[config.mk]
export PLATFORM = sky130hd
export DESIGN_NAME = vga_pixel_fetch
export DESIGN_NICKNAME = d
export VERILOG_FILES = /design/src/rtl/vga_pkg.sv /design/src/rtl/vga_delay_line.sv /design/src/rtl/vga_pixel_fetch.sv
export SDC_FILE = /design/constraint.sdc
export NUM_CORES = 1
export LEC_CHECK = 0
export BUFFER_PORTS_ARGS = -buffer_cell sky130_fd_sc_hd__buf_2
export CAP_MARGIN = 0
export CORE_AREA = 2 2 94 96
export CTS_BUF_LIST = sky130_fd_sc_hd__clkbuf_4 sky130_fd_sc_hd__clkbuf_8
export DETAILED_ROUTE_END_ITERATION = 10
export DIE_AREA = 0 0 96 98
export MAX_ROUTING_LAYER = met4
export PLACE_DENSITY_LB_ADDON = 0.1
export SETUP_SLACK_MARGIN = 0.02
export SLEW_MARGIN = 5
export SYNTH_ARGS = -nofsm -noshare
export SYNTH_HDL_FRONTEND = slang
export SYNTH_SLANG_ARGS = --single-unit
[constraint.sdc]
create_clock -name Clock -period 1.85 [get_ports Clock]
set_input_delay 0.37 -clock Clock [delete_from_list [all_inputs] [get_ports Clock]]
set_output_delay 0.37 -clock Clock [all_outputs]
set_load 0.05 [all_outputs]
[src/rtl/vga_pkg.sv]
// Shared types and constants for the VGA pixel fetch stage.
//   - Visible-area and colour-bar constants
//   - rgb_t: one 24-bit DAC colour
//   - src_mode_e: pixel source select
//   - BAR_COLOURS: the eight colour-bar colours, left to right
//   - rgb332_expand / bar_index: helpers shared by the datapath
package vga_pkg;

  localparam int H_VISIBLE = 800;
  localparam int V_VISIBLE = 600;
  localparam int BAR_WIDTH = 100;

  typedef struct packed {
    logic [7:0] r;
    logic [7:0] g;
    logic [7:0] b;
  } rgb_t;

  typedef enum logic [1:0] {
    FB      = 2'd0,
    BARS    = 2'd1,
    CHECKER = 2'd2,
    SOLID   = 2'd3
  } src_mode_e;

  // white, yellow, cyan, green, magenta, red, blue, black
  localparam rgb_t BAR_COLOURS [8] = '{
    24'hFFFFFF, 24'hFFFF00, 24'h00FFFF, 24'h00FF00,
    24'hFF00FF, 24'hFF0000, 24'h0000FF, 24'h000000
  };

  // Bit replication keeps full-scale codes at full scale (7 -> FF, 3 -> FF).
  function automatic rgb_t rgb332_expand(input logic [7:0] d);
    rgb_t c;
    c.r = {d[7:5], d[7:5], d[7:6]};
    c.g = {d[4:2], d[4:2], d[4:3]};
    c.b = {d[1:0], d[1:0], d[1:0], d[1:0]};
    return c;
  endfunction

  // x / BAR_WIDTH as a compare chain; coordinates past the last bar clamp to 7.
  function automatic logic [2:0] bar_index(input logic [11:0] x);
    logic [2:0] idx;
    idx = '0;
    for (int i = 1; i < 8; i++) begin
      if (x >= 12'(i * BAR_WIDTH)) idx = 3'(i);
    end
    return idx;
  endfunction

endpackage

[src/rtl/vga_delay_line.sv]
// Fixed-depth shift register used to carry timing, source mode and pattern
// colour alongside the framebuffer read.
//   clk_i   : clock
//   rst_ni  : asynchronous active-low clear, every stage loads RST_VAL
//   d_i     : WIDTH-bit input word
//   q_o     : input word delayed by DEPTH cycles
module vga_delay_line #(
  parameter int               WIDTH   = 8,
  parameter int               DEPTH   = 2,
  parameter logic [WIDTH-1:0] RST_VAL = '0
) (
  input  logic             clk_i,
  input  logic             rst_ni,
  input  logic [WIDTH-1:0] d_i,
  output logic [WIDTH-1:0] q_o
);

  logic [WIDTH-1:0] stage_q [DEPTH];

  always_ff @(posedge clk_i or negedge rst_ni) begin
    if (!rst_ni) begin
      for (int i = 0; i < DEPTH; i++) stage_q[i] <= RST_VAL;
    end else begin
      stage_q[0] <= d_i;
      for (int i = 1; i < DEPTH; i++) stage_q[i] <= stage_q[i-1];
    end
  end

  assign q_o = stage_q[DEPTH-1];

endmodule

[src/rtl/vga_pixel_fetch.sv]
// Pixel fetch stage between the VGA timing controller and the DAC.
// Reads a downscaled RGB332 framebuffer or generates a test pattern, and
// delays the timing signals so colour and sync reach the DAC together.
//   Clock, Reset_n            : pixel clock, async active-low reset
//   nextX, nextY              : coordinate from the timing controller
//   blank_in_n, sync_in_n,
//   hSync_in_n, vSync_in_n    : timing controller outputs
//   mode                      : 0 framebuffer, 1 bars, 2 checker, 3 solid
//   fb_addr, fb_rd_en         : registered framebuffer read request
//   fb_data                   : RGB332 pixel, RAM_LATENCY cycles after request
//   red, green, blue          : DAC colour
//   blank_n, sync_n,
//   hSync_n, vSync_n          : timing delayed by RAM_LATENCY + 2 cycles
//   frame_count               : frames seen (vSync_in_n falling edges)
module vga_pixel_fetch
  import vga_pkg::*;
#(
  parameter int          SCALE_SHIFT = 2,
  parameter int          RAM_LATENCY = 2,
  parameter int          ADDR_W      = 15,
  parameter logic [23:0] SOLID_RGB   = 24'h0000FF
) (
  input  logic              Clock,
  input  logic              Reset_n,
  input  logic [11:0]       nextX,
  input  logic [11:0]       nextY,
  input  logic              blank_in_n,
  input  logic              sync_in_n,
  input  logic              hSync_in_n,
  input  logic              vSync_in_n,
  input  logic [1:0]        mode,
  output logic [ADDR_W-1:0] fb_addr,
  output logic              fb_rd_en,
  input  logic [7:0]        fb_data,
  output logic [7:0]        red,
  output logic [7:0]        green,
  output logic [7:0]        blue,
  output logic              blank_n,
  output logic              sync_n,
  output logic              hSync_n,
  output logic              vSync_n,
  output logic [7:0]        frame_count
);

  localparam int FB_W = H_VISIBLE >> SCALE_SHIFT;
  localparam int DL_W = 4 + 2 + 24;
  // Timing word order is {blank, sync, hsync, vsync}: blanked, syncs inactive.
  localparam logic [3:0]      TIM_RST = 4'b0111;
  localparam logic [DL_W-1:0] DL_RST  = {TIM_RST, 2'b00, 24'h000000};

  // Frame boundary and active mode
  logic       vs_prev_q;
  logic       boundary;
  src_mode_e  mode_q, mode_d;
  logic [7:0] frame_count_q, frame_count_d;

  assign boundary = vs_prev_q & ~vSync_in_n;

  // The pixel arriving with the boundary already uses the newly latched mode.
  always_comb begin
    mode_d        = mode_q;
    frame_count_d = frame_count_q;
    if (boundary) begin
      mode_d        = src_mode_e'(mode);
      frame_count_d = frame_count_q + 8'd1;
    end
  end

  // S1: coordinate, timing, mode and framebuffer request
  logic [11:0]       x_q;
  logic              y5_q;
  logic [3:0]        tim_s1_q;
  src_mode_e         mode_s1_q;
  logic [ADDR_W-1:0] fb_addr_q, fb_addr_d;
  logic              fb_rd_en_q, fb_rd_en_d;

  // FB_W is a constant, so the product reduces to shifts and adds.
  assign fb_addr_d  = ADDR_W'(nextY >> SCALE_SHIFT) * ADDR_W'(FB_W)
                    + ADDR_W'(nextX >> SCALE_SHIFT);
  assign fb_rd_en_d = blank_in_n && (mode_d == FB);

  always_ff @(posedge Clock or negedge Reset_n) begin
    if (!Reset_n) begin
      vs_prev_q     <= 1'b1;
      mode_q        <= FB;
      frame_count_q <= '0;
      x_q           <= '0;
      y5_q          <= 1'b0;
      tim_s1_q      <= TIM_RST;
      mode_s1_q     <= FB;
      fb_addr_q     <= '0;
      fb_rd_en_q    <= 1'b0;
    end else begin
      vs_prev_q     <= vSync_in_n;
      mode_q        <= mode_d;
      frame_count_q <= frame_count_d;
      x_q           <= nextX;
      y5_q          <= nextY[5];
      tim_s1_q      <= {blank_in_n, sync_in_n, hSync_in_n, vSync_in_n};
      mode_s1_q     <= mode_d;
      fb_addr_q     <= fb_addr_d;
      fb_rd_en_q    <= fb_rd_en_d;
    end
  end

  rgb_t pat_rgb;

  always_comb begin
    pat_rgb = '0;
    case (mode_s1_q)
      BARS:    pat_rgb = BAR_COLOURS[bar_index(x_q)];
      CHECKER: if (x_q[5] ^ y5_q ^ frame_count_q[6]) pat_rgb = 24'hFFFFFF;
      SOLID:   pat_rgb = SOLID_RGB;
      default: pat_rgb = '0;
    endcase
  end

  // D1..D_RAM_LATENCY: match the framebuffer read latency
  logic [DL_W-1:0] dl_q;
  logic [3:0]      dl_tim;
  src_mode_e       dl_mode;
  rgb_t            dl_rgb;

  vga_delay_line #(
    .WIDTH   (DL_W),
    .DEPTH   (RAM_LATENCY),
    .RST_VAL (DL_RST)
  ) u_delay (
    .clk_i  (Clock),
    .rst_ni (Reset_n),
    .d_i    ({tim_s1_q, mode_s1_q, pat_rgb}),
    .q_o    (dl_q)
  );

  assign dl_tim  = dl_q[29:26];
  assign dl_mode = src_mode_e'(dl_q[25:24]);
  assign dl_rgb  = rgb_t'(dl_q[23:0]);

  // S_out: source select and blanking
  rgb_t       out_q, out_d;
  logic [3:0] tim_out_q;

  always_comb begin
    out_d = (dl_mode == FB) ? rgb332_expand(fb_data) : dl_rgb;
    if (!dl_tim[3]) out_d = '0;
  end

  always_ff @(posedge Clock or negedge Reset_n) begin
    if (!Reset_n) begin
      out_q     <= '0;
      tim_out_q <= TIM_RST;
    end else begin
      out_q     <= out_d;
      tim_out_q <= dl_tim;
    end
  end

  assign red         = out_q.r;
  assign green       = out_q.g;
  assign blue        = out_q.b;
  assign blank_n     = tim_out_q[3];
  assign sync_n      = tim_out_q[2];
  assign hSync_n     = tim_out_q[1];
  assign vSync_n     = tim_out_q[0];
  assign fb_addr     = fb_addr_q;
  assign fb_rd_en    = fb_rd_en_q;
  assign frame_count = frame_count_q;

endmodule

==> results of run 1 <==
==> path summary, 6_finish.rpt <==
check                                     startpoint  depth (start not counted)  slack (ns)                       endpoint
min                                          Reset_n                          2        0.03           fb_addr[4]$_DFF_PN0_
min reg2reg                u_delay.q_o[26]$_DFF_PN1_                          0        0.35         tim_out_q[0]$_DFF_PN1_
max in group asynchronous                    Reset_n                          2        1.47  u_delay.stage_q[58]$_DFF_PN1_
max reg2reg                         x_q[5]$_DFF_PN0_                          4        0.16  u_delay.stage_q[37]$_DFF_PN0_
max                                         nextY[6]                         13       -0.69          fb_addr[14]$_DFF_PN0_
min in group Clock                        hSync_in_n                          1        0.13          tim_s1_q[1]$_DFF_PN1_
==> Yosys cell counts, types with 2 or more instances <==
library cell and n:
o21ai_0 7, a31oi_1 2, xnor2_1 20, and3_1 2, buf_4 19, xor2_1 4
inv_1 28, o311ai_0 2, nand2b_1 3, a211o_1 2, dfstp_2 12, fa_1 6
a41o_1 2, nand4_1 2, buf_6 2, a21oi_2 3, nor2_1 9, ha_1 32
o31ai_1 2, dfrtp_1 56, a21o_1 7, nor3_1 4, nand2_1 13, a21boi_0 2
nor2b_1 10, o21a_1 2, a21oi_1 13, clkbuf_1 3, nand3_1 5
==> final cells by class <==
| type | instances | area, µm² |
|---|---|---|
| clock inverter | 5 | 83.83 |
| multi-input combinational | 175 | 1849 |
| fill | 755 | 3526 |
| inverter | 28 | 105.1 |
| timing repair buffer | 139 | 904.6 |
| clock buffer | 11 | 145.1 |
| sequential | 68 | 1717 |
| tap | 108 | 135.1 |
==> placed cells by master (no fill, tap or decap), types with 3 or more instances in the layout <==
master | netlist | layout
xnor2_1 | 20 | 17
inv_2 | 0 | 5
nor2b_1 | 10 | 10
buf_4 | 19 | 46
nand2_1 | 13 | 13
o21ai_0 | 7 | 5
dfstp_2 | 12 | 12
clkbuf_8 | 0 | 10
inv_1 | 28 | 23
fa_1 | 6 | 5
a21o_1 | 7 | 7
buf_6 | 2 | 7
xnor2_2 | 0 | 3
ha_4 | 0 | 21
nand3_1 | 5 | 5
a21oi_1 | 13 | 12
buf_2 | 0 | 82
ha_1 | 32 | 11
nor3_1 | 4 | 3
dfrtp_1 | 56 | 56
nor2_1 | 9 | 7
xor2_1 | 4 | 4
==> layer usage <==
metal	vias to the layer above	wire, µm	GRT usage (%)
met4	0	57	5.934
met3	4	343	3.086
li1	1241	-	-
met1	1193	2950	20.10
met2	79	3182	24.57
met5	-	0	-
==> power by group <==
part	internal (mW)	switching, mW
clock	0.816	0.547
sequential	1.74	0.144
combinational	1.24	1.70
total	3.80	2.39
==> cells by family (layout without fill, tap and decap cells) <==
kind of cell | count (synthesis) | count (layout) | share of synthesized area [%]
AO/OA/AOI/OAI | 56 | 56 | 11.94
XOR/XNOR | 25 | 25 | 6.530
adder cells (fa/ha/maj) | 38 | 38 | 15.01
buffers and inverters | 52 | 183 | 8.117
flip-flops | 68 | 68 | 49.49
multiplexers | 1 | 1 | 0.3247
AND/OR/NAND/NOR | 55 | 55 | 8.586
==> flip-flops by register name, indices dropped and copies added (netlist names) <==
register / count
red: 3
u_delay.q_o: 9
tim_out_q: 4
u_delay.stage_q: 9
frame_count: 8
blue: 2
fb_addr: 15
x_q: 7
green: 3
mode_s1_q: 2
y5_q: 1
fb_rd_en: 1
tim_s1_q: 4
==> critical path, stage by stage <==
cell and delay [ns]:
buf_8 0.11, ha_4 0.24, ha_4 0.26, inv_2 0.03, fa_1 0.48, inv_2 0.05
ha_4 0.25, a21o_1 0.17, a21oi_2 0.18, a21boi_2 0.08, nand4b_1 0.21, nor3_2 0.24
xnor2_1 0.13
==> timing repair <==
item / 4_1_cts / 5_1_grt
pin swaps: 25 / 7
gates resized for setup: 37 / 7
setup buffers: 2 / 1
setup endpoints to repair: 7 / 7
==> run summary, run 1 <==
status = finished, violations left
failing checks = negative setup slack
post-synth cell types = 50
H-tree Lvls = 3
Die Ht = 98 µm
Post-synth top flop = dfrtp_1
Async SR Flop Fraction = 100.0%
post-route cell area = 4940 µm²
Setup WS post-layout = -0.6944 ns
# setup viols final = 7
fin util = 58.35%
DRC = 0
Final Hold Viols = 0
static leakage = 2.364 nW
worst vdd ir = 0.4182 mV
DR iter-0 viols = 88
Layout area overhead = 42.42%
syn_nets = 373
Vias = 2517
CP required = 2.10 ns
CTS root buffer = clkbuf_8
TritonCTS Sinks = 68
crit path launch type = input pin
Non-Filler Instances = 534
DRT Pass-1 Iters = 4
gr usage total = 15.72%
CTS Hold Bufs = 0
die width = 96 µm
routed len/inst = 12.23 µm
Final Net Count = 499
synthesized flop and latch total = 68
Initial Util = 40.97%
pin count of the biggest net entering global routing = 69
final worst-path cycle share = 137.5%
top cells by area, synth = dfrtp_1 (40%), ha_1 (12%), dfstp_2 (9.1%), xnor2_1 (5.1%), buf_4 (4.1%)
dpl ws = -1.213 ns
Reg clk slew, reported paths = 0.07 ns
Crit Path Class = in -> reg
GP Congestion = 0.8775
Synth Area per Inst = 11.76 µm²
crit path time final = 2.544 ns
crit path capture type = register
clock skew = 0.007135 ns
cell area power density = 1253 nW/µm²
Synth Instances = 295
Post-synth EDFFs = 0
IO buf count = 87
I/O Pins = 92
row cnt = 34
DP Cell Count = 515
max-cap violations = 0
gr ovfl total = 0
core area = 8466 µm²
antenna violations before repair = 0
Slew Viols, Final = 0
vias per cell = 4.713
Setup TNS = -4.050 ns
Syn. warnings = 0
cell taking the most area after synthesis = dfrtp_1
share of cells above drive strength 1 = 51.41%
Hold Worst Slack = 0.03276 ns
share of the synthesized area in the top cell type = 40.40%
fmax = 0.3930 GHz
first-pass GRT wire length = 11.18 mm
WL final = 6.533 mm
Slew headroom = 76.16%
Post-DRT Antenna Nets = 0
antenna cells = 0
Max clock buf depth = 2
Power Total = 6.188 mW
critical path peak fanout = 5
CP arrival = 2.80 ns
number of global-route vias before repair = 2490
area post-placement = 4444 µm²
unrepaired setup endpoints after global routing = true
CTS tree = yes
HPWL after detailed placement = 4.995 mm
TritonCTS buffer count = 9
Die Footprint = 9408 µm²
register area share after synthesis = 49.49%
Mapped Area = 3468 µm²
worst-margin pin slew = 0.3548 ns
Worst Hold Class = in -> async
Clk Latency, worst-skew pair = 0.33 ns
(Power assumes the default switching activity.)
==> run 2, diff against run 1 <==
--- a/config.mk
+++ b/config.mk
@@ -13,3 +13,2 @@
 export DIE_AREA = 0 0 96 98
-export MAX_ROUTING_LAYER = met4
 export PLACE_DENSITY_LB_ADDON = 0.1
==> constraint.sdc (replaced) <==
create_clock -name Clock -period 1.85 [get_ports Clock]
set_input_delay 0.185 -clock Clock [delete_from_list [all_inputs] [get_ports Clock]]
set_output_delay 0.185 -clock Clock [all_outputs]
set_load 0.05 [all_outputs]
==> run summary, run 2 (synthesis results as in run 1) <==
status = finished, violations left
failing checks = negative setup slack
die width = 96 µm (unchanged)
crit path time final = 2.303 ns (-0.2411 ns)
Hold Worst Slack = 0.02448 ns (-0.008283 ns)
unrepaired setup endpoints after global routing = true
row cnt = 34 (unchanged)
DRT Pass-1 Iters = 4 (unchanged)
share of cells above drive strength 1 = 50.12% (-1.3 points)
Initial Util = 40.97% (unchanged)
number of global-route vias before repair = 2451 (-1.6%)
vias per cell = 4.692 (-0.46%)
CTS tree = yes
crit path capture type = register
fmax = 0.4341 GHz (+10%)
core area = 8466 µm² (unchanged)
antenna violations before repair = 0 (unchanged)
CTS root buffer = clkbuf_8
commonest cells after routing, fill and taps aside = buf_2 (81), dfrtp_1 (56), buf_4 (42)
Vias = 2529 (+0.48%)
worst vdd ir = 0.4653 mV (+11%)
TritonCTS Sinks = 68 (unchanged)
Clk Latency, worst-skew pair = 0.34 ns (about the same)
routed len/inst = 12.32 µm (+0.73%)
crit path launch type = input pin
pin count of the biggest net entering global routing = 29 (-58%)
GP Congestion = 0.7849 (-11%)
CP arrival = 2.52 ns (-0.28 ns)
I/O Pins = 92 (unchanged)
Slew headroom = 59.99% (-16 points)
clock skew = 0.009736 ns (+0.002601 ns)
Layout area overhead = 43.22%
Power Total = 5.829 mW (-5.8%)
Final Net Count = 504 (+1.0%)
Max clock buf depth = 2 (unchanged)
Worst Hold Class = in -> reg
Final Hold Viols = 0 (unchanged)
cell area power density = 1173 nW/µm² (-6.3%)
static leakage = 2.365 nW (about the same)
H-tree Lvls = 3 (unchanged)
DR iter-0 viols = 65 (-26%)
worst-margin pin slew = 0.6001 ns (+0.2453 ns)
Die Footprint = 9408 µm² (unchanged)
# setup viols final = 7 (unchanged)
Reg clk slew, reported paths = 0.07 ns (about the same)
most common cell after layout, fill and taps aside = buf_2
first-pass GRT wire length = 10.95 mm (-2.1%)
WL final = 6.642 mm (+1.7%)
Die Ht = 98 µm (unchanged)
DRC = 0 (unchanged)
max-cap violations = 0 (unchanged)
critical path peak fanout = 3 (-2)
TritonCTS buffer count = 9 (unchanged)
IO buf count = 87 (unchanged)
gr ovfl total = 0 (unchanged)
gr usage total = 15.17% (-0.55 points)
HPWL after detailed placement = 5.146 mm (+3.0%)
final worst-path cycle share = 124.5% (-13 points)
antenna cells = 0 (unchanged)
max reg flops = 15 (unchanged)
Setup WS post-layout = -0.4534 ns (+0.2411 ns)
Post-DRT Antenna Nets = 0 (unchanged)
Crit Path Class = in -> reg
CP required = 2.07 ns (-0.03 ns)
Slew Viols, Final = 0 (unchanged)
-- run 2: through the flow --
stage | utilization [%] | cell area [µm²] | std cells | worst slack, ns | TNS (ns)
3_5_place_dp | 51.49 | 4359 | 512 | -1.033 | -6.101
4_1_cts | 58.01 | 4911 | 539 | -0.4404 | -2.329
2_1_floorplan | - | 3607 | 295 | -0.7501 | -4.003
6_report | 58.68 | 4967 | 539 | -0.4534 | -2.369
5_1_grt | 58.68 | 4967 | 539 | -0.5430 | -2.682
3_3_place_gp | 51.49 | 4359 | 512 | -0.9392 | -5.947
-- run 2: worst paths after layout --
check                                              startpoint                       endpoint  slack [ns]  cells after the start
worst min register to register  u_delay.stage_q[53]$_DFF_PN0_      u_delay.q_o[23]$_DFF_PN0_        0.34                      0
min in group asynchronous                             Reset_n  u_delay.stage_q[54]$_DFF_PN0_        0.39                      2
worst max-delay path                                 nextY[4]          fb_addr[14]$_DFF_PN0_       -0.45                     12
worst max register to register               x_q[5]$_DFF_PN0_  u_delay.stage_q[37]$_DFF_PN0_        0.16                      4
worst min-delay path                                nextX[11]              x_q[11]$_DFF_PN0_        0.02                      1
max in group asynchronous                             Reset_n                 y5_q$_DFF_PN0_        0.82                      3
-- run 2: what timing repair did --
action | in CTS | in global routing
endpoints found under the hold margin | 24 | 0
gates resized for setup | 45 | 11
setup endpoints to repair | 7 | 7
buffers inserted | 0 | 0
hold buffers | 11 | 0
pin swaps | 22 | 12
-- run 2: critical path: stages --
cell and delay [ns]:
buf_8 0.11, ha_4 0.26, ha_4 0.19, fa_1 0.49, ha_4 0.32, buf_4 0.13
nand2b_4 0.07, a21oi_2 0.21, nor4_2 0.06, a311oi_2 0.28, nor3_2 0.09, xnor2_1 0.13
-- run 2: metal layers --
metal  wire length, µm  up-vias  share of wire, %  track usage (%)
li1                  -     1253                 -                -
met1              2724     1200                41            17.89
met2              3510       68                53            26.18
met3               307        8               4.6            4.167
met4                99        0               1.5            5.275
met5                 0        -                 0                0
-- run 2: power by group --
group	total [mW]	switching [mW]	internal, mW
Sequential	1.89	0.147	1.74
Combinational	2.90	1.69	1.21
Clock	1.04	0.548	0.491
Total	5.83	2.38	3.45
-- run 2: layout make-up --
cell class	instances	area, µm²
inverters	28	105.1
clock inverters	7	48.80
well taps	108	135.1
fillers	735	3498
flip-flops and latches	68	1717
multi-input cells	175	1871
repair buffers	144	967.2
clock buffers	9	123.9
